`config.mk`:
```
export PLATFORM = sky130hd
export DESIGN_NAME = mux_n_to_1_scan_flat
export DESIGN_NICKNAME = d
export VERILOG_FILES = /design/src/rtl/mux_n_to_1_scan_if.sv /design/src/rtl/mux_n_to_1_scan.sv /design/src/flat_wrapper.sv
export SDC_FILE = /design/constraint.sdc
export NUM_CORES = 1
export LEC_CHECK = 0
export CELL_PAD_IN_SITES_DETAIL_PLACEMENT = 1
export CELL_PAD_IN_SITES_GLOBAL_PLACEMENT = 1
export CORE_ASPECT_RATIO = 0.75
export CORE_MARGIN = 2
export CORE_UTILIZATION = 45
export CTS_CLUSTER_SIZE = 30
export DETAILED_ROUTE_END_ITERATION = 16
export HOLD_SLACK_MARGIN = 0.05
export PLACE_DENSITY_LB_ADDON = 0.25
export SYNTH_ARGS = -nofsm -noshare
export SYNTH_HDL_FRONTEND = slang
export SYNTH_SLANG_ARGS = --single-unit
export TNS_END_PERCENT = 30
```
`constraint.sdc`:
```
create_clock -name CLOCK_50 -period 3.5 [get_ports CLOCK_50]
set_input_delay 0.875 -clock CLOCK_50 [delete_from_list [all_inputs] [get_ports CLOCK_50]]
set_output_delay 0.875 -clock CLOCK_50 [all_outputs]
set_load 0.02 [all_outputs]
```
`src/rtl/mux_n_to_1_scan_if.sv`:
```
// Board-I/O bundle for mux_n_to_1_scan: channel words, select/mode/hold controls and muxed result.
// Latency: n/a (wiring only).
// Backpressure: none; the master drives the controls and the slave drives the results.
interface mux_n_to_1_scan_if #(
    parameter int WIDTH    = 3,
    parameter int CHANNELS = 4,
    parameter int SEL_W    = 2
);
    logic [CHANNELS*WIDTH-1:0] DATA_IN;
    logic [SEL_W-1:0]          SEL;
    logic                      MODE;
    logic                      HOLD;
    logic [WIDTH-1:0]          DATA_OUT;
    logic [SEL_W-1:0]          CH_OUT;
    logic                      CH_STEP;
    logic                      SEL_ERR;

    modport master (
        output DATA_IN, SEL, MODE, HOLD,
        input  DATA_OUT, CH_OUT, CH_STEP, SEL_ERR
    );

    modport slave (
        input  DATA_IN, SEL, MODE, HOLD,
        output DATA_OUT, CH_OUT, CH_STEP, SEL_ERR
    );
endinterface

```
`src/rtl/mux_n_to_1_scan.sv`:
```
// Registered CHANNELS:1 word mux: manual select from SEL, or auto-scan stepped by a SCAN_DIV prescaler.
// Latency: 1 cycle input-to-output; 3 cycles for SEL/MODE/HOLD when MUX_INPUT_SYNC_EN adds 2-flop syncs.
// Backpressure: none; HOLD freezes output, channel and prescaler (mode changes still tracked).
module mux_n_to_1_scan #(
    parameter int WIDTH    = 3,
    parameter int CHANNELS = 4,
    parameter int SEL_W    = 2,
    parameter int SCAN_DIV = 50000000
) (
    input  logic              CLOCK_50,
    input  logic              RESET_N,
    mux_n_to_1_scan_if.slave  bus
);
    localparam int PW = (SCAN_DIV > 2) ? $clog2(SCAN_DIV) : 1;
    localparam logic [PW-1:0]    TC      = PW'(SCAN_DIV - 1);
    localparam logic [SEL_W:0]   NCH     = (SEL_W + 1)'(CHANNELS);
    localparam logic [SEL_W-1:0] LAST_CH = SEL_W'(CHANNELS - 1);

    // SCAN_PEND: MODE went high while HOLD was set, so scan entry init is still owed.
    typedef enum logic [1:0] {
        ST_MANUAL    = 2'd0,
        ST_SCAN_PEND = 2'd1,
        ST_SCAN      = 2'd2
    } state_t;

    state_t           state_q, state_nxt;
    logic [SEL_W-1:0] ch_q, ch_nxt;
    logic [PW-1:0]    presc_q, presc_nxt;
    logic [WIDTH-1:0] dout_q, dout_nxt, sel_word;
    logic             step_q, step_nxt;
    logic             err_q, err_nxt;
    logic             sel_bad;

    logic [SEL_W-1:0] sel_s;
    logic             mode_s;
    logic             hold_s;

`ifdef MUX_INPUT_SYNC_EN
    logic [SEL_W-1:0] sel_m;
    logic             mode_m;
    logic             hold_m;

    always_ff @(posedge CLOCK_50 or negedge RESET_N) begin
        if (!RESET_N) begin
            sel_m  <= '0;
            mode_m <= 1'b0;
            hold_m <= 1'b0;
            sel_s  <= '0;
            mode_s <= 1'b0;
            hold_s <= 1'b0;
        end else begin
            sel_m  <= bus.SEL;
            mode_m <= bus.MODE;
            hold_m <= bus.HOLD;
            sel_s  <= sel_m;
            mode_s <= mode_m;
            hold_s <= hold_m;
        end
    end
`else
    assign sel_s  = bus.SEL;
    assign mode_s = bus.MODE;
    assign hold_s = bus.HOLD;
`endif

    assign sel_bad = ({1'b0, sel_s} >= NCH);

    always_comb begin
        state_nxt = state_q;
        ch_nxt    = ch_q;
        presc_nxt = presc_q;
        err_nxt   = err_q;
        dout_nxt  = dout_q;
        step_nxt  = 1'b0;
        sel_word  = '0;

        if (hold_s) begin
            if (!mode_s)
                state_nxt = ST_MANUAL;
            else if (state_q == ST_MANUAL)
                state_nxt = ST_SCAN_PEND;
        end else if (!mode_s) begin
            state_nxt = ST_MANUAL;
            ch_nxt    = sel_s;
            presc_nxt = '0;
            err_nxt   = sel_bad;
        end else if (state_q != ST_SCAN) begin
            state_nxt = ST_SCAN;
            ch_nxt    = sel_bad ? '0 : sel_s;
            presc_nxt = '0;
            err_nxt   = 1'b0;
        end else begin
            err_nxt = 1'b0;
            if (presc_q == TC) begin
                presc_nxt = '0;
                ch_nxt    = (ch_q == LAST_CH) ? '0 : ch_q + SEL_W'(1);
            end else begin
                presc_nxt = presc_q + PW'(1);
            end
        end

        // Out-of-range channel numbers fall through the loop and yield a zero word.
        for (int i = 0; i < CHANNELS; i++) begin
            if (ch_nxt == SEL_W'(i))
                sel_word = bus.DATA_IN[i*WIDTH +: WIDTH];
        end

        if (!hold_s) begin
            dout_nxt = sel_word;
            step_nxt = (ch_nxt != ch_q);
        end
    end

    always_ff @(posedge CLOCK_50 or negedge RESET_N) begin
        if (!RESET_N) begin
            state_q <= ST_MANUAL;
            ch_q    <= '0;
            presc_q <= '0;
            dout_q  <= '0;
            step_q  <= 1'b0;
            err_q   <= 1'b0;
        end else begin
            state_q <= state_nxt;
            ch_q    <= ch_nxt;
            presc_q <= presc_nxt;
            dout_q  <= dout_nxt;
            step_q  <= step_nxt;
            err_q   <= err_nxt;
        end
    end

    assign bus.DATA_OUT = dout_q;
    assign bus.CH_OUT   = ch_q;
    assign bus.CH_STEP  = step_q;
    assign bus.SEL_ERR  = err_q;
endmodule

```
`src/flat_wrapper.sv`:
```
// flat-port wrapper written by rule: the top's interface ports become plain ports
module mux_n_to_1_scan_flat 
#(
    parameter int WIDTH    = 3,
    parameter int CHANNELS = 4,
    parameter int SEL_W    = 2,
    parameter int SCAN_DIV = 50000000
)
  (CLOCK_50, RESET_N, bus_DATA_IN, bus_SEL, bus_MODE, bus_HOLD, bus_DATA_OUT, bus_CH_OUT, bus_CH_STEP, bus_SEL_ERR);
  mux_n_to_1_scan_if #(.WIDTH(WIDTH), .CHANNELS(CHANNELS), .SEL_W(SEL_W)) bus_i ();
  input  logic CLOCK_50;
  input  logic RESET_N;
  input wire logic [$bits(bus_i.DATA_IN)-1:0] bus_DATA_IN;
  input wire logic [$bits(bus_i.SEL)-1:0] bus_SEL;
  input wire logic [$bits(bus_i.MODE)-1:0] bus_MODE;
  input wire logic [$bits(bus_i.HOLD)-1:0] bus_HOLD;
  output wire logic [$bits(bus_i.DATA_OUT)-1:0] bus_DATA_OUT;
  output wire logic [$bits(bus_i.CH_OUT)-1:0] bus_CH_OUT;
  output wire logic [$bits(bus_i.CH_STEP)-1:0] bus_CH_STEP;
  output wire logic [$bits(bus_i.SEL_ERR)-1:0] bus_SEL_ERR;
  assign bus_i.DATA_IN = bus_DATA_IN;
  assign bus_i.SEL = bus_SEL;
  assign bus_i.MODE = bus_MODE;
  assign bus_i.HOLD = bus_HOLD;
  assign bus_DATA_OUT = bus_i.DATA_OUT;
  assign bus_CH_OUT = bus_i.CH_OUT;
  assign bus_CH_STEP = bus_i.CH_STEP;
  assign bus_SEL_ERR = bus_i.SEL_ERR;
  mux_n_to_1_scan #(.WIDTH(WIDTH), .CHANNELS(CHANNELS), .SEL_W(SEL_W), .SCAN_DIV(SCAN_DIV)) u_core (.CLOCK_50(CLOCK_50), .RESET_N(RESET_N), .bus(bus_i));
endmodule
```
-- Word level (Yosys, flattened, before mapping)
Index checks and enable logic that the tools add are counted.
- register bits after elaboration: 34
- bits in latches: 0
- memory bits (writable): 0
- ROM bits: 0
- bits of input ports: 18
- output and inout bits: 7
- logic and storage cells: 37
- memories: 0
- $add $sub $neg: 2
- $mul: 0
- div/mod/pow operators: 0
- order comparisons: 0
- eq/ne operators: 9
- shifts and indexed selects: 0
- mux-type cells: 18
- bitwise operators: 0
- reduce and logical (&&, ||, !) cells: 3
- operators by type and width (cell ; count):
    26-bit 2-to-1 mux ; 3
    26-bit by 1-bit adder with 26-bit output, second input constant ; 1
    26-bit == test, second input constant ; 1
    2-bit 2-to-1 mux ; 10
    3-bit 2-to-1 mux ; 4
    2-bit == test, second input constant ; 3
    2-bit zero test ; 2
    3-bit by 1-bit inequality test with 1-bit output, second input constant ; 1
    3-bit by 2-bit inequality test with 1-bit output, second input constant ; 1
    2-bit by 1-bit adder with 2-bit output, second input constant ; 1
    2-bit by 1-bit == test with 1-bit output, second input constant ; 1
    2-bit inequality test ; 1
    2-bit inequality test, second input constant ; 1
    2-bit AND reduction ; 1
    1-bit 2-to-1 mux ; 1

-- Depth between registers and ports, before layout
- word-level depth: 11
- mapped depth: 7
- mapped depth without buffers: 7

-- Worst setup path before layout
Ideal clock, no wire load.
- path kind: input-to-reg
- from: in bus_MODE
- to: reg u_core.dout_q[0], in the netlist u_core.bus.DATA_OUT[0]
- setup time: 123 ps
- data arrival time: 2461 ps
- required time: 3377 ps
- path slack: 917 ps
- stages on the path: 6
- buffers on the path: 0
- cells stage by stage: and3b_2 > nor2_1 > mux2_2 > mux2i_2 > mux2_2 > o221a_2
- cells in the longest elaborated chain, start to end: 7
- elaborated cells on any way between the ends: 10
- classes of those cells: eq/ne (3); mux (6); reduce/logical (1)
- RTL lines (what ; RTL line ; text):
    from (decl) ; flat_wrapper.sv:15 ; input wire logic [$bits(bus_i.MODE)-1:0] bus_MODE;
    2-bit 2-to-1 mux * ; mux_n_to_1_scan.sv:82 ; end else if (!mode_s) begin
    2-bit 2-to-1 mux * ; mux_n_to_1_scan.sv:77 ; if (hold_s) begin
    2-bit zero test ; mux_n_to_1_scan.sv:104 ; if (ch_nxt == SEL_W'(i))
    3-bit 2-to-1 mux (3 in series) ; mux_n_to_1_scan.sv:104 ;
    3-bit 2-to-1 mux * ; mux_n_to_1_scan.sv:104 ;
    to (signal assigned) ; mux_n_to_1_scan.sv:126 ; dout_q <= dout_nxt;
    to (decl) ; mux_n_to_1_scan.sv:29 ; logic [WIDTH-1:0] dout_q, dout_nxt, sel_word;
Mark *: on every way between the ends. The rest lies on a longest branch, timed or not.
A chain may end at the register's enable or synchronous reset.

-- Final worst setup path
- from: in bus_HOLD
- to: reg u_core.dout_q[2], in the netlist u_core.bus.DATA_OUT[2]
- cells in the longest elaborated chain, start to end: 6
- elaborated cells on any way between the ends: 9
- classes of those cells: eq/ne (3); mux (5); reduce/logical (1)
- RTL lines (what ; RTL line ; text):
    from (decl) ; flat_wrapper.sv:16 ; input wire logic [$bits(bus_i.HOLD)-1:0] bus_HOLD;
    2-bit 2-to-1 mux ; mux_n_to_1_scan.sv:77 ;
    2-bit zero test ; mux_n_to_1_scan.sv:104 ;
    3-bit 2-to-1 mux (4 in series) ; mux_n_to_1_scan.sv:104 ;
Parallel ways exist; a longest one is shown, timed or not.

==> impl_results.md <==
* Status: completed
* Post-DP HPWL at 3573 um
* Critical path, cell by cell: clkdlybuf4s50_1 > nor2_1 > mux2_2 > mux2i_2 > mux2_4 > o221a_2
* DR iter-0 viols at 64
* Port buffer count at 23
* Clock skew at 0.008170 ns
* Worst EP arrival at 3.18 ns
* I/O pins at 25
* CTS tree: built
* H-tree levels at 2
* Clk_lat worst skew at 0.28 ns
* Syn Nets at 211
* Via count at 1542
* Fin. max-slew vios at 0
* PwrDens at 393.7 mW/mm^2
* Area grow syn2layout at 22.54%
* Gr usage total at 23.43%
* Wire length per cell at 17.85 um
* Crit-path max FO at 11
* Count of different cell masters after synthesis at 49
* Highest Clock Rate at 332.2 MHz
* RSZ-0062 raised after global routing: no
* Post-CTS Hold Buffers at 0
* CP Launch Type: primary input
* Rows at 20
* Core ar. at 0.004004 sq mm
* Fin nets at 240
* Die X-Extent at 78.35 um
* Final setup fails at 0
* Clk sink count at 34
* Crit-path slowest cell: clkdlybuf4s50_1
* CP Capture Type: flip-flop
* Placer congestion estimate at 0.8037
* Root buffer cell: clkbuf_8
* Setup TNS at 0 ns
* Delay-heaviest family, CP: multiplexers
* Wirelength, routed at 4926 um
* Post-CTS sizing at 0
* Share of cells above drive strength 1 at 14.93%
* Hold_ws at 0.5222 ns
* Final Critical Period at 3.010 ns
* Post-synth top area share at 45.61%
* DIE HEIGHT at 59.76 um
* Mapped Avg Cell Area at 9.767 sq um
* Yosys warns at 0
* Setup Fix Bufs, Post-CTS at 0
* 1st-pass router iterations at 4
* Post-synth top area cell: dfrtp_1
* FFs w/ async S/R, synth at 100.0%
* Num CTS Buffers at 5
* HP Class: flip-flop to flip-flop
* Post-synthesis sequential area ratio at 45.61%
* Post-Syn Area at 0.001866 sq mm
* Commonest non-fill, non-tap cell in the layout: dfrtp_1
* Initial antenna violation count at 0
* Clock-pin slew on the worst setup and hold paths at 0.07 ns
* Largest net degree at the start of global routing at 35
* Register bit total from synthesis at 34
* Mapped Cells at 191
* Top cells by area, synth: dfrtp_1 (46%), xor2_1 (5.6%), nor2_1 (4.8%), mux2_2 (3.6%), o21ai_0 (3.2%)
* WS Path Type: primary input to flip-flop
* Vias in the first global route at 1658
* Post-synth EDFFs at 0
* Fin. Hold Viols at 0
* Fin crit share at 86.00%
* CP max stage delay at 0.61 ns
* Slew margin rel. at 54.13%
* Lkg Pwr at 0.9759 nW
* Commonest cells after routing, fill and taps aside: dfrtp_1 (34), nor2_1 (24), clkdlybuf4s50_1 (23)
* Vias per inst at 5.587
* Die area at 0.004682 sq mm
* Initial Utilization at 46.59%
* Residual DRC count at 0
* Antenna-violating nets left at 0
* Max cap viols at 0
* Antenna Cells at 0
* GRT Residual Overflow at 0
* Worst Tran Pin Value at 0.6809 ns
* Tot Pwr at 899.9 uW
* First-pass GRT wire length at 8169 um
* Clk buf depth at 2
* CP bufs+invs at 1
* Top FF cell, synth: dfrtp_1
* CP required at 3.67 ns
* Peak VDD IR at 217.6 uV
==> cells in the mapped netlist (2+ instances only) <==
library cell,count
nand2b_1,5
nor4_1,3
o21ai_0,12
and3_1,3
nand4_1,4
mux2i_1,2
or3_1,5
clkbuf_1,4
and2_1,2
mux2_2,6
and4_1,2
nor3_1,2
inv_1,4
nand2_1,15
nor2_1,24
xnor2_1,5
ha_1,2
xor2_1,12
dfrtp_1,34
a21oi_1,5
o21a_1,2
o221a_2,3
nand3_1,9
==> metrics by stage <==
stage / instance area [sq um] / worst slack [ns] / std cells / utilization (%)
2_1_floorplan: 1866 / 0.9167 / 191 / -
3_3_place_gp: 2176 / 0.3232 / 268 / 54.34
3_5_place_dp: 2176 / 0.2020 / 268 / 54.34
4_1_cts: 2286 / 0.4874 / 276 / 57.09
5_1_grt: 2286 / 0.3681 / 276 / 57.09
6_report: 2286 / 0.4901 / 276 / 57.09
==> cell families after synthesis <==
group | count (synthesis) | share of synthesized area (%)
buffers and inverters | 10 | 2.213
AOI/OAI and AO/OA | 31 | 11.47
adders and majority gates | 2 | 1.341
other | 1 | 0.2010
xor gates and xnor gates | 17 | 7.981
and+or+nand+nor | 86 | 24.95
muxes | 10 | 6.237
DFF | 34 | 45.61
==> cell type report <==
class | instances | area (sq um)
Clock buffer | 8 | 110.1
Multi-Input combinational cell | 147 | 973.4
Inverter | 4 | 15.01
Fill cell | 447 | 1718
Timing Repair Buffer | 28 | 267.8
Tap cell | 55 | 68.82
Sequential cell | 34 | 850.8
==> path summary, 6_finish.rpt <==
check,startpoint,end,slack (ns),cells after the start
hold / removal,u_core.presc_q[4],u_core.presc_q[4],0.52,1
hold reg to reg,u_core.presc_q[4],u_core.presc_q[4],0.52,1
setup / recovery,bus_HOLD,u_core.bus.DATA_OUT[2],0.49,6
setup reg to reg,u_core.presc_q[0],u_core.bus.DATA_OUT[2],0.90,7
max in group asynchronous,RESET_N,u_core.presc_q[4],2.18,2
min in group asynchronous,RESET_N,u_core.presc_q[25],1.01,2
==> flip-flops by register name (all words and copies together), names as in the netlist <==
register and cells:
u_core.bus.DATA_OUT 3, u_core.state_q 2, u_core.presc_q 26, u_core.bus.CH_OUT 2
u_core.bus.CH_STEP 1
==> power breakdown <==
group / internal, mW / total, mW / leakage, nW / switching (mW)
Sequential: 0.406 / 0.417 / 0.458 / 0.0114
Combinational: 0.0727 / 0.144 / 0.460 / 0.0713
Clock: 0.199 / 0.339 / 0.0575 / 0.140
Total: 0.677 / 0.900 / 0.976 / 0.223
==> layer usage <==
layer  part of all wire (%)  track usage [%]  vias to the layer above
met5                      0                0                        -
met4                    1.9            7.519                        0
met3                    2.2            4.683                        9
met2                     50            42.00                       21
met1                     46            29.03                      775
li1                       -                -                      737
Power figures use the tool's default switching activity.
